## config.mk

```make
export PLATFORM = sky130hd
export DESIGN_NAME = req_scheduler
export DESIGN_NICKNAME = d
export VERILOG_FILES = /design/src/rtl/elev_pkg.sv /design/src/rtl/floor_mask.sv /design/src/rtl/req_scheduler.sv
export SDC_FILE = /design/constraint.sdc
export NUM_CORES = 1
export LEC_CHECK = 0
export CAP_MARGIN = 20
export CORE_MARGIN = 2
export CORE_UTILIZATION = 43
export CTS_CLUSTER_SIZE = 40
export DETAILED_ROUTE_END_ITERATION = 12
export PLACE_DENSITY = 0.77
export REMOVE_ABC_BUFFERS = 1
export SLEW_MARGIN = 25
export SYNTH_ARGS = -nofsm -noshare
export SYNTH_HDL_FRONTEND = slang
export SYNTH_SLANG_ARGS = --single-unit
```

## constraint.sdc

```tcl
create_clock -name clk -period 1.9 [get_ports clk]
set_input_delay 0.285 -clock clk [delete_from_list [all_inputs] [get_ports clk]]
set_output_delay 0.285 -clock clk [all_outputs]
set_load 0.02 [all_outputs]
```

## src/rtl/elev_pkg.sv

```systemverilog
// Shared elevator constants: floor count, direction and car-state codes.
// Used by req_scheduler and floor_mask.
package elev_pkg;

  localparam int N_FLOORS = 4;

  typedef enum logic [1:0] {
    DIR_IDLE = 2'b00,
    DIR_UP   = 2'b01,
    DIR_DN   = 2'b10
  } dir_e;

  localparam logic [2:0] ST_STOP  = 3'b000;
  localparam logic [2:0] ST_PAUSE = 3'b001;
  localparam logic [2:0] ST_MOVE  = 3'b010;

  // Top floor has no up call, bottom floor no down call.
  localparam logic [N_FLOORS-1:0] UP_VALID = 4'b0111;
  localparam logic [N_FLOORS-1:0] DN_VALID = 4'b1110;

  function automatic logic onehot4(
    input logic [N_FLOORS-1:0] v
  );
    return (v != '0) && ((v & (v - 4'd1)) == '0);
  endfunction

endpackage

```

## src/rtl/floor_mask.sv

```systemverilog
// Splits a request vector into floors above and below a one-hot position.
// A zero position yields empty masks.
module floor_mask
  import elev_pkg::*;
(
  input  logic [N_FLOORS-1:0] position,
  input  logic [N_FLOORS-1:0] req,
  output logic [N_FLOORS-1:0] above,
  output logic [N_FLOORS-1:0] below
);

  always_comb begin
    above = '0;
    below = '0;
    for (int i = 0; i < N_FLOORS; i++) begin
      for (int j = 0; j < N_FLOORS; j++) begin
        if (position[j]) begin
          if (i > j) above[i] = req[i];
          if (i < j) below[i] = req[i];
        end
      end
    end
  end

endmodule

```

## src/rtl/req_scheduler.sv

```systemverilog
// Elevator request latching and direction scheduling.
// Optional HALL_DIR_FILTER_EN: hall calls filtered by travel direction.
module req_scheduler
  import elev_pkg::*;
(
  input  logic                clk,
  input  logic                rst_n,
  input  logic                switch,
  input  logic [N_FLOORS-1:0] car_btn,
  input  logic [N_FLOORS-1:0] up_btn,
  input  logic [N_FLOORS-1:0] dn_btn,
  input  logic [N_FLOORS-1:0] position,
  input  logic [2:0]          state,
  input  logic                opendoor,
  output logic [N_FLOORS-1:0] eff_req,
  output logic [1:0]          ud_mode,
  output logic                pending
);

  logic [N_FLOORS-1:0] car_req;
  logic [N_FLOORS-1:0] up_req;
  logic [N_FLOORS-1:0] dn_req;
  logic [N_FLOORS-1:0] all_req;
  logic [N_FLOORS-1:0] above;
  logic [N_FLOORS-1:0] below;
  logic [N_FLOORS-1:0] clr_car;
  logic [N_FLOORS-1:0] clr_up;
  logic [N_FLOORS-1:0] clr_dn;
  logic [N_FLOORS-1:0] nxt_eff;
  logic                pos_ok;
  logic                serve;
  dir_e                dir;
  dir_e                nxt_dir;

  assign all_req = car_req | up_req | dn_req;
  assign pos_ok  = onehot4(position);
  assign serve   = pos_ok && (state == ST_PAUSE) && opendoor;
  assign clr_car = serve ? position : '0;

  floor_mask u_mask (
    .position (position),
    .req      (all_req),
    .above    (above),
    .below    (below)
  );

  // Direction only changes while the car is not travelling.
  always_comb begin
    nxt_dir = dir;
    if (!pos_ok) begin
      nxt_dir = DIR_IDLE;
    end else if (state != ST_MOVE) begin
      case (dir)
        DIR_IDLE: begin
          if (|above)      nxt_dir = DIR_UP;
          else if (|below) nxt_dir = DIR_DN;
        end
        DIR_UP: begin
          if (!(|above)) nxt_dir = (|below) ? DIR_DN : DIR_IDLE;
        end
        DIR_DN: begin
          if (!(|below)) nxt_dir = (|above) ? DIR_UP : DIR_IDLE;
        end
        default: nxt_dir = DIR_IDLE;
      endcase
    end
  end

`ifdef HALL_DIR_FILTER_EN
  logic [N_FLOORS-1:0] up_turn;
  logic [N_FLOORS-1:0] dn_turn;

  // Opposite calls count only at the extreme requested floor.
  always_comb begin
    up_turn = '0;
    dn_turn = '0;
    for (int i = 0; i < N_FLOORS; i++) begin
      dn_turn[i] = dn_req[i] && ((all_req >> (i + 1)) == '0);
      up_turn[i] = up_req[i] &&
                   ((all_req & ((4'd1 << i) - 4'd1)) == '0);
    end
  end

  always_comb begin
    case (nxt_dir)
      DIR_UP:  nxt_eff = car_req | up_req | dn_turn;
      DIR_DN:  nxt_eff = car_req | dn_req | up_turn;
      default: nxt_eff = all_req;
    endcase
  end

  assign clr_up = (serve && (dir != DIR_DN || |(up_turn & position)))
                ? position : '0;
  assign clr_dn = (serve && (dir != DIR_UP || |(dn_turn & position)))
                ? position : '0;
`else
  assign nxt_eff = all_req;
  assign clr_up  = clr_car;
  assign clr_dn  = clr_car;
`endif

  always_ff @(posedge clk or negedge rst_n) begin
    if (!rst_n) begin
      car_req <= '0;
      up_req  <= '0;
      dn_req  <= '0;
      dir     <= DIR_IDLE;
      eff_req <= '0;
      ud_mode <= DIR_IDLE;
      pending <= 1'b0;
    end else if (!switch) begin
      car_req <= '0;
      up_req  <= '0;
      dn_req  <= '0;
      dir     <= DIR_IDLE;
      eff_req <= '0;
      ud_mode <= DIR_IDLE;
      pending <= 1'b0;
    end else begin
      car_req <= (car_req | car_btn) & ~clr_car;
      up_req  <= (up_req | (up_btn & UP_VALID)) & ~clr_up;
      dn_req  <= (dn_req | (dn_btn & DN_VALID)) & ~clr_dn;
      dir     <= nxt_dir;
      eff_req <= pos_ok ? nxt_eff : '0;
      ud_mode <= nxt_dir;
      pending <= |all_req;
    end
  end

endmodule

```

# ---- After elaboration in Yosys (flattened, before gate mapping)
# Cells that the tools add are included.
dict set report classes {
  add_sub_neg 1
  n_eq_ne 8
  n_reduce_logical 10
  n_bitwise 10
  n_mux 29
}
# operator count
set op_table {}
lappend op_table {{2-to-1 mux 4 bit} 6}
lappend op_table {{AND 4 bit} 4}
lappend op_table {{2-to-1 mux 2 bit} 8}
lappend op_table {{OR 4 bit} 4}
lappend op_table {{2-to-1 mux 1 bit} 14}
lappend op_table {{!= test 4 bit, second input constant} 2}
lappend op_table {{!= test 3 x 2 -> 1 bit, second input constant} 2}
lappend op_table {{one-hot mux 2 bit (3 select lines)} 1}
lappend op_table {{OR reduction 3 bit} 2}
lappend op_table {{!= test 5 bit, second input constant} 1}
lappend op_table {{zero test 4 bit} 1}
lappend op_table {{inverter 4 bit} 1}
lappend op_table {{OR 4 x 3 -> 4 bit} 1}
lappend op_table {{AND reduction 4 bit} 1}
lappend op_table {{nonzero test 4 bit} 1}
lappend op_table {{OR reduction 4 bit} 1}
lappend op_table {{subtractor 4 x 1 -> 4 bit, second input constant} 1}
lappend op_table {{== test 3 x 1 -> 1 bit, second input constant} 1}
lappend op_table {{logical AND 1 bit} 3}
lappend op_table {{== test 2 x 1 -> 1 bit, second input constant} 1}
lappend op_table {{== test 2 bit, second input constant} 1}
lappend op_table {{zero test 2 bit} 1}
dict set report totals {
  inputBits 23
  word_cells 64
  regBits 19
  out_inout_bits 7
}

# ---- Longest topological paths before layout
dict set report logic_depth {
  ltp_word 12
  mapped_depth 7
  ltp_nobuf 5
}

# ---- Modules after synthesis
# Synthesis repeated with hierarchy kept, for this count alone.
dict set report unflattened {
  cells_unflattened 82
  area_unflattened_um2 870.8
}
# module n_inst area_per_inst_um2 cells_per_inst
set by_module_without_submodules {}
lappend by_module_without_submodules {req_scheduler 1 807.0 73}
lappend by_module_without_submodules {floor_mask 1 63.8 9}

# ---- Worst setup path after synthesis
# OpenSTA, ideal clock, no wires.
dict set report synth_path {
  path_kind {flip-flop to flip-flop}
  from {reg dn_req[0]}
  to {reg dir[0]}
  arrival_ns 1.534
  setup_ns 0.080
  slack_ns 0.286
  synth_period_minus_slack_ns 1.614
  path_stages_with_launch 6
  t_required_ns 1.820
  cell_sequence {dfrtp_1 -> o31a_1 -> a2bb2oi_1 -> o21a_1 -> or4b_1 -> a21oi_1}
}
dict set report synth_via {
  elab_chain_len 7
  word_cells_on_any_way 8
  classes_between {2 x eq/ne; 3 x mux; 1 x bitwise; 2 x reduce/logical}
}
# item line_no
set synth_lines {}
lappend synth_lines {{start, declared} req_scheduler.sv:22} ;# logic [N_FLOORS-1:0] dn_req;
lappend synth_lines {{start signal, assigned} req_scheduler.sv:122} ;# dn_req <= (dn_req | (dn_btn & DN_VALID)) & ~clr_dn;
lappend synth_lines {{OR 4 bit *} req_scheduler.sv:35} ;# assign all_req = car_req | up_req | dn_req;
lappend synth_lines {{2-to-1 mux 1 bit (2 in a row)} floor_mask.sv:17} ;# if (position[j]) begin
lappend synth_lines {{2-to-1 mux 1 bit *} floor_mask.sv:17}
lappend synth_lines {{OR reduction 3 bit *} {req_scheduler.sv:56, req_scheduler.sv:62}}
lappend synth_lines {{!= test 5 bit (no line) / != test 4 bit (equally long branches)} --}
lappend synth_lines {{AND reduction 4 bit (no line) *} --}
lappend synth_lines {{end signal, assigned} req_scheduler.sv:123} ;# dir <= nxt_dir;
lappend synth_lines {{end, declared} req_scheduler.sv:32} ;# dir_e dir;
# Mark *: on every way between the ends. The rest lies on a longest branch, timed or not.
# A chain may end at the register's enable or synchronous reset.

# ---- Final worst setup path
# Same ends and word-level chain as after synthesis.

==> impl_metrics.tcl <==
set metrics [dict create \
    cts_hold_buf 0 \
    hold_class "in2async" \
    synth_area_per_cell_um2 10.25 \
    postCtsSetupBuffers 0 \
    final_cells 145 \
    cts.repair.resized 0 \
    min_period_ns 1.733 \
    area_growth_syn_to_layout_pct 42.88 \
    cp_max_fo 3 \
    cts.path.max_buffers 2 \
    slew_violations 0 \
    cts.sink_count 19 \
    slew_headroom_pct 67.30 \
    antennaDiodeCount 0 \
    ctsHtreeMaxLevel 1 \
    place_hpwl_mm 1.529 \
    ys_seq_area_share_pct 55.23 \
    worst_slew_pin_slew_ns 0.4895 \
    rows 16 \
    fmax_mhz 576.9 \
    grt_use_total_pct 17.99 \
    die_w_um 48.74 \
    critPathTopFamily "compound AO/OA/AOI/OAI gates" \
    synthDistinctLibCells 27 \
    ys_ff_latch 19 \
    gp_congestion 0.7342 \
    worstPathCellList "o31a_1 -> a2bb2oi_1 -> o21a_1 -> or4b_1 -> a21oi_1" \
    skew_ns 0.001533 \
    max-vdd-ir-drop_mv 0.4328 \
    cp_slowest_cell "or4b_1" \
    ant_nets 0 \
    numCtsBuffers 3 \
    drc 0 \
    via_per_inst 5.172 \
    wirelength_mm 1.926 \
    stdcell_area_um2 1230 \
    nets 142 \
    routedWlPerCell_um 13.28 \
    num-fill-cells 172 \
    initialDrtViolationCount 6 \
    grt_pass1_vias 709 \
    dieArea_um2 2376 \
    cpPeakStageDelay_ns 0.46 \
    crit_type "reg2reg" \
    cp-end-kind "flip-flop" \
    path_buf_inv 0 \
    hold_viol 0 \
    p_per_area_nw_per_um2 666.0 \
    antenna_found_initial 0 \
    grt_setup_unrepaired "no" \
    place_area_um2 1204 \
    start_util_pct 44.79 \
    clk_pin_slew_worst_paths_ns 0.10 \
    cts_root_buf "clkbuf_4" \
    fp.dieH_um 48.74 \
    core-area_um2 1922 \
    vias 750 \
    start_kind "flip-flop" \
    setup_violations 0 \
    clk_latency_ns 0.29 \
    drt-pass1-iter-count 4 \
    drive_gt1_share_pct 12.71 \
    grt_max_degree 20 \
    io_pins 30 \
    grt_pass1_wl_mm 3.194 \
    yosysWarnings 0 \
    syn_inst 84 \
    leakagePower_nw 0.5310 \
    overflow 0 \
    fin_crit_sh_pct 91.23 \
    cp_data_required_time_ns 2.12 \
    cp_data_arrival_time_ns 1.95 \
    placed_cells 141 \
    status "complete, no violations" \
    tritoncts "yes" \
    netlist_area_um2 860.8 \
    drv_cap 0 \
    portBuffers 27 \
]
==> logic make-up (layout without fill, tap and decap cells) <==
family	count (synthesis)	in the layout	share of synthesized area (%)
buffers and inverters	6	40	2.907
DFF	19	19	55.23
xor gates and xnor gates	1	1	1.018
AOI/OAI and AO/OA	31	31	22.39
and+or+nand+nor	27	27	18.46
==> final cells by class <==
type                            count  area [um2]  share of cell area [%]
Timing Repair Buffer               35       330.3                   26.86
Multi-Input combinational cell     59       360.3                   29.30
Clock buffer                        4       26.28                   2.136
Tap cell                           27       33.78                   2.747
Sequential cell                    19       475.5                   38.66
Inverter                            1       3.754                  0.3052
==> path summary, 6_finish.rpt <==
kind,to,slack [ns],start,cells after the start
max in group asynchronous,up_req[1]$_DFF_PN0_,1.39,rst_n,2
worst min register to register,up_req[3]$_DFF_PN0_,0.54,up_req[3]$_DFF_PN0_,2
min in group clk,up_req[0]$_DFF_PN0_,0.54,up_btn[0],3
worst min-delay path,dir[1]$_DFFE_PN0P_,0.31,rst_n,2
worst max-delay path,dir[0]$_DFFE_PN0P_,0.17,dn_req[0]$_DFF_PN0_,5
worst max register to register,dir[0]$_DFFE_PN0P_,0.17,dn_req[0]$_DFF_PN0_,5
==> state kept, by name, indices dropped and copies added, names as in the netlist <==
| register | count |
|---|---|
| dn_req | 4 |
| eff_req | 4 |
| car_req | 4 |
| dir | 2 |
| up_req | 4 |
| pending | 1 |
==> metal layers <==
metal,up-vias,track usage (%),part of all wire (%)
met5,-,0,0
met3,4,4.321,3.5
met4,0,10.00,2.3
met1,350,22.97,44
met2,19,28.08,50
li1,377,-,-
==> metrics by stage <==
stage | total power (W) | util, % | setup slack [ns] | TNS (ns) | hold slack, ns
3_3_place_gp | 0.0006218 | 62.63 | 0.005501 | 0 | 0.5075
6_report | 0.0008191 | 64.00 | 0.1666 | 0 | 0.3071
4_1_cts | 0.0008255 | 64.00 | 0.1601 | 0 | 0.3109
2_1_floorplan | 0.0005196 | - | 0.2862 | 0 | -0.01059
3_5_place_dp | 0.0006287 | 62.63 | -0.01707 | -0.01707 | 0.5171
5_1_grt | 0.0008642 | 64.00 | 0.02358 | 0 | 0.3266
==> cell usage after synthesis, drive strengths merged <==
| cell | count | area (um2) |
|---|---|---|
| o21a | 2 | 15.01 |
| and3 | 1 | 7.510 |
| nor3 | 4 | 41.29 |
| nand3 | 3 | 15.01 |
| a2bb2oi | 2 | 17.52 |
| o31a | 2 | 17.52 |
| a22oi | 1 | 7.510 |
| a41oi | 1 | 8.760 |
| o211a | 1 | 10.01 |
| nor4bb | 1 | 10.01 |
| o31ai | 1 | 7.510 |
| xnor2 | 1 | 8.760 |
| nor2 | 10 | 37.54 |
| buf | 2 | 10.01 |
| dfrtp | 19 | 475.5 |
| a21oi | 10 | 50.05 |
| nor3b | 1 | 7.510 |
| inv | 1 | 3.750 |
| nand3b | 2 | 15.01 |
| nand2 | 4 | 15.01 |
| o211ai | 1 | 7.510 |
| or4b | 1 | 10.01 |
| clkbuf | 3 | 11.26 |
| o21ai | 9 | 45.04 |
| a31oi | 1 | 6.260 |
==> power breakdown <==
group | leakage [nW] | switching, W | internal, W
Sequential | 0.246 | 0.0000172 | 0.000427
Combinational | 0.270 | 0.0000772 | 0.0000973
Clock | 0.0150 | 0.000118 | 0.0000817
==> cells in the final DEF (no fill, tap or decap), types with 2 or more instances in the layout <==
| master | synthesis | layout |
|---|---|---|
| nand3_1 | 3 | 3 |
| clkdlybuf4s50_1 | 0 | 27 |
| nor3_2 | 2 | 2 |
| o31a_1 | 2 | 2 |
| nand3b_1 | 2 | 2 |
| nand2_1 | 4 | 4 |
| o21ai_0 | 9 | 9 |
| dfrtp_1 | 19 | 19 |
| a2bb2oi_1 | 2 | 2 |
| a21oi_1 | 10 | 10 |
| clkbuf_4 | 0 | 3 |
| nor2_1 | 10 | 10 |
| o21a_1 | 2 | 2 |
| buf_4 | 0 | 8 |
(Power assumes the default switching activity.)
